==> src/rtl/hlsm_rf_loader.sv <==
`default_nettype none
// ============================================================================
// Module   : hlsm_rf_loader
// Purpose  : Streams 2^ADDR_W bytes over valid/ready into a register file write
//            port in address order, then pulses done. Optional running checksum
//            is built only when LOADER_CHECKSUM_EN is defined.
// Revision : 1.0 - initial release
// ============================================================================
module hlsm_rf_loader #(
    parameter int DATA_W = 8,
    parameter int ADDR_W = 8
) (
    input  logic              Clk,
    input  logic              Rst,
    input  logic              go,
    input  logic              in_valid,
    input  logic [DATA_W-1:0] in_data,
    output logic              in_ready,
    output logic              W_en,
    output logic [ADDR_W-1:0] W_Addr,
    output logic [DATA_W-1:0] W_Data,
    output logic              busy,
    output logic              done,
    output logic [ADDR_W:0]   count,
    output logic [DATA_W-1:0] checksum
);

    typedef enum logic [1:0] {
        IDLE  = 2'd0,
        LOAD  = 2'd1,
        FLUSH = 2'd2,
        DONE  = 2'd3
    } state_t;

    localparam logic [ADDR_W-1:0] LAST_ADDR = {ADDR_W{1'b1}};
    localparam logic [ADDR_W-1:0] ADDR_ONE  = {{(ADDR_W-1){1'b0}}, 1'b1};
    localparam logic [ADDR_W:0]   CNT_ONE   = {{ADDR_W{1'b0}}, 1'b1};

    state_t              state_q, state_d;
    logic [ADDR_W-1:0]   addr_q, addr_d;
    logic [ADDR_W:0]     count_q, count_d;
    logic                w_en_q;
    logic [ADDR_W-1:0]   w_addr_q;
    logic [DATA_W-1:0]   w_data_q;
    logic                in_ready_q, busy_q, done_q;
    logic                accept;
    logic                start;

    always_comb begin
        state_d = state_q;
        addr_d  = addr_q;
        count_d = count_q;
        accept  = 1'b0;
        start   = 1'b0;
        case (state_q)
            IDLE: begin
                if (go) begin
                    start   = 1'b1;
                    state_d = LOAD;
                    addr_d  = '0;
                    count_d = '0;
                end
            end
            LOAD: begin
                accept = in_valid;
                if (in_valid) begin
                    addr_d  = addr_q + ADDR_ONE;
                    count_d = count_q + CNT_ONE;
                    // The wrap back to 0 is never used for a write: the pass ends here.
                    if (addr_q == LAST_ADDR) begin
                        state_d = FLUSH;
                    end
                end
            end
            FLUSH:   state_d = DONE;
            DONE:    state_d = IDLE;
            default: state_d = IDLE;
        endcase
    end

    // Handshake/status flags are registered from the next state so every output is a flop.
    always_ff @(posedge Clk) begin
        if (Rst) begin
            state_q    <= IDLE;
            addr_q     <= '0;
            count_q    <= '0;
            w_en_q     <= 1'b0;
            w_addr_q   <= '0;
            w_data_q   <= '0;
            in_ready_q <= 1'b0;
            busy_q     <= 1'b0;
            done_q     <= 1'b0;
        end else begin
            state_q    <= state_d;
            addr_q     <= addr_d;
            count_q    <= count_d;
            w_en_q     <= accept;
            if (accept) begin
                w_addr_q <= addr_q;
                w_data_q <= in_data;
            end
            in_ready_q <= (state_d == LOAD);
            busy_q     <= (state_d == LOAD) || (state_d == FLUSH);
            done_q     <= (state_d == DONE);
        end
    end

`ifdef LOADER_CHECKSUM_EN
    logic [DATA_W-1:0] csum_q;

    always_ff @(posedge Clk) begin
        if (Rst) begin
            csum_q <= '0;
        end else if (start) begin
            csum_q <= '0;
        end else if (accept) begin
            csum_q <= csum_q + in_data;
        end
    end

    assign checksum = csum_q;
`else
    assign checksum = '0;
`endif

    assign in_ready = in_ready_q;
    assign W_en     = w_en_q;
    assign W_Addr   = w_addr_q;
    assign W_Data   = w_data_q;
    assign busy     = busy_q;
    assign done     = done_q;
    assign count    = count_q;

endmodule
`default_nettype wire

==> config.mk <==
export PLATFORM = sky130hd
export DESIGN_NAME = hlsm_rf_loader
export DESIGN_NICKNAME = d
export VERILOG_FILES = /design/src/rtl/hlsm_rf_loader.sv
export SDC_FILE = /design/constraint.sdc
export NUM_CORES = 1
export LEC_CHECK = 0
export BUFFER_PORTS_ARGS = -buffer_cell sky130_fd_sc_hd__buf_2
export CORE_ASPECT_RATIO = 1.4
export CORE_MARGIN = 2
export CORE_UTILIZATION = 46
export DETAILED_ROUTE_END_ITERATION = 8
export PLACE_DENSITY = 0.78
export RECOVER_POWER = 50
export SYNTH_ARGS = -nofsm -noshare
export SYNTH_HDL_FRONTEND = slang
export SYNTH_SLANG_ARGS = --single-unit
==> constraint.sdc <==
create_clock -name Clk -period 1.73 [get_ports Clk]
set_input_delay 0.346 -clock Clk [delete_from_list [all_inputs] [get_ports Clk]]
set_output_delay 0.346 -clock Clk [all_outputs]
set_load 0.05 [all_outputs]
==> metrics.txt <==
status complete, no violations; Hold Buf Count CTS 0; leak pwr about 0.72 nW; placed wire-length estimate 2.438 mm; # port buffers 40; post-synthesis compound-gate area fraction 12.41%; CTS Buffer Depth 2; CP Data Required Time between 1.5 and 2 ns; Synth Cell Area 0.001764 mm2; vias per cell about 5.3; final net count about 260; Multi-input gate area 865.8 um2; router iterations before antenna repair 4; Final Max Slew Viols 0; sw frac 28.34%; layout cells sized above 1 15.92%; RSZ-0062 raised after global routing no; fmax roughly 650 MHz; Main synth FF type dfxtp_1; TritonCTS Buffers 5; gp weighted congestion around 0.8; VDD IR max 0.6766 mV; All-Layer GR Usage 17.00%; DRT Wirelength around 3.5 mm; Util after Layout between 50% and 60%; r2r endpoint busy; Slew HR 25.79%; setup TNS 0 ns; core box area roughly 0.0037 mm2; global-route wire length before repair 5.892 mm; # resized after CTS 0; reg-to-reg startpoint addr_q[0]; Post-CTS Setup Bufs 0; Area growth syn-to-layout 15.53%; worst-margin pin slew 1.113 ns; Crit Path Category register to register; number of synthesized register bits 39; Worst R2R Path Depth 5; xor and xnor area share after synthesis 0%; Seq pwr share 52.7%; Mapped Cells 204; worst setup path endpoint busy; Clock power frac 34.2%; Synth warnings 0; die area 0.004354 mm2; Pwr Density 862.8 mW/mm2; vias in the first global route 1363; Synth area leader dfxtp_1; CTS tree yes; largest family of logic cells by synthesized area simple AND/OR/NAND/NOR gates; area share of the largest cell type after synthesis 44.26%; Root Buffer clkbuf_8; Seq/Total Area, Yosys between 40% and 50%; initial antenna violation count 0; CP startpoint kind register; number of antenna diodes 0; clk_lat worst skew between 0.2 and 0.3 ns; Hold Path Stages 3; Simple-Gate Fraction of Synth Area 28.30%; synth unique cells 28; flop2flop setup slack 0.19 ns; GR Overflow Total 0; Die Height approximately 77 um; Final ANT Viol Nets 0; Psw about 0.00050 W; FF/Latch Area 780.7 um2; FFs w/ async S/R, synth 0%; Internal Power approximately 0.0013 W; # Max-Cap Violations 0; final setup vio count 0; adder-cell share of the synthesized area 2.128%; Final Hold Fails 0; Worst-path clk slew 0.08 ns; Hold Crit Class input pin to register; DRC 0; # rows 26; final clock skew 0.003871 ns; Cell Chain, Critical Path ha_1 -> nand4_1 -> o31a_1 -> ha_1 -> nor2_1; largest cells by area after synthesis dfxtp_1 (44%), nand2_1 (7.7%), a21oi_1 (7.4%); Worst path most repeated cell ha_1; final period utilization between 80% and 90%; EDFF count, synth 0; CP Capture Type register; io pins 49; Starting Density a little under half; H-tree lvl count 2; CP peak stage delay ~0.36 ns; Filler cells roughly 360; proportion of synthesized area in mux cells between 4 and 5%; CTS sink count 39; Iter 0 DRT Violations 35; largest net degree at the start of global routing 30; CP Max Fanout 4; Syn Area/Cell 8.648 um2; Die X-Extent between 50 and 60 um; via count 1525; Final min period 1.545 ns; combinational fraction of design power around an eighth; critical path arrival 1.78 ns; Slowest-stage cell, CP o31a_1; CP Launch Point addr_q[0]; wire per inst 12.04 um
-- through the flow --
stage                     hold WS [ns]  setup slack (ns)  std cells  cell area [um2]  power (W)
after floorplan                 0.4534           0.07009        211             1790   0.001147
after global placement          0.4385            0.2569        279             1983   0.001179
after detailed placement        0.4433            0.1898        279             1983   0.001184
after CTS                       0.2783            0.1713        287             2068   0.001780
after global routing            0.2865           0.03941        287             2038   0.001846
final                           0.2832            0.1852        287             2038   0.001759
-- worst min-delay path by stage --
stage / startpoint / end
2_1_floorplan: addr_q[7] / W_Addr[7]
3_3_place_gp: W_Data[2] / W_Data[2]
3_5_place_dp: W_Data[5] / W_Data[5]
4_1_cts: in_data[6] / W_Data[6]
5_1_grt: in_data[4] / W_Data[4]
6_report: in_data[5] / W_Data[5]
-- area by class of cell --
class                      instances  share of cell area [%]
multi-input combinational        147                   42.48
sequential                        39                   38.31
timing repair buffer              48                   11.91
clock buffer                       6                   3.560
tap                               42                   2.578
clock inverter                     2                  0.6139
inverter                           3                  0.5525
-- state kept, by name, summed over array words and instances (netlist names), 2 cells and up --
| signal | flops |
|---|---|
| W_Data | 8 |
| count | 9 |
| addr_q | 8 |
| W_Addr | 8 |
| state_q | 2 |
-- synthesized netlist by cell type (4+ instances only) --
cell type / n
nand3_1: 7
a21oi_1: 26
nand2_1: 36
nor4_1: 5
mux2i_1: 8
o31ai_1: 6
nor2_1: 4
nand4_1: 5
nand3b_1: 8
o21ai_0: 4
or4_1: 5
clkbuf_1: 5
buf_2: 7
buf_4: 9
or3b_2: 7
nand2b_1: 5
dfxtp_1: 39
-- cell families (layout without fill, tap and decap cells) --
kind of cell / count (synthesis) / after routing
and+or+nand+nor: 89 / 89
AOI/OAI and AO/OA: 39 / 39
DFF: 39 / 39
buffers and inverters: 25 / 59
muxes: 8 / 8
adders and majority gates: 3 / 3
other: 1 / 8
-- power groups by stage --
stage	Combinational (W)	Sequential, W	Clock [W]
after floorplan	0.000151	0.000996	0
after global placement	0.000232	0.000947	0
after detailed placement	0.000236	0.000948	0
after CTS	0.000236	0.000926	0.000617
after global routing	0.000249	0.000930	0.000667
final	0.000230	0.000927	0.000601
-- critical path: cells and delay by family (launching register included) --
kind | cells | cell delay [ns]
AO/OA/AOI/OAI | 1 | 0.36
AND/OR/NAND/NOR | 2 | 0.28
adder cells (fa/ha/maj) | 2 | 0.50
flip-flops | 1 | 0.34
-- cells in the final DEF, fill, tap and decap left out, drive strengths merged --
master and n:
mux2i 8, ha 3, buf 24, nand4 5
nor2b 1, nand4b 1, nor2 4, nand3 7
dfxtp 39, clkbuf 30, clkinv 1, and3b 2
nand2 36, nor4 5, o21ai 4, nand2b 5
o21bai 2, or4 5, a21oi 26, nand3b 8
nor4b 2, inv 3, or3b 8, clkinvlp 1
conb 8, o31ai 6, o31a 1
-- layer usage --
metal / track usage (%) / part of all wire (%) / routed length, um / vias up
li1: - / - / - / 780
met1: 18.23 / 42 / 1434 / 706
met2: 29.76 / 52 / 1790 / 32
met3: 3.710 / 4.2 / 146 / 7
met4: 10.24 / 2.4 / 84 / 0
met5: 0 / 0 / 0 / -
No activity file was read; power rests on OpenSTA's default activity.
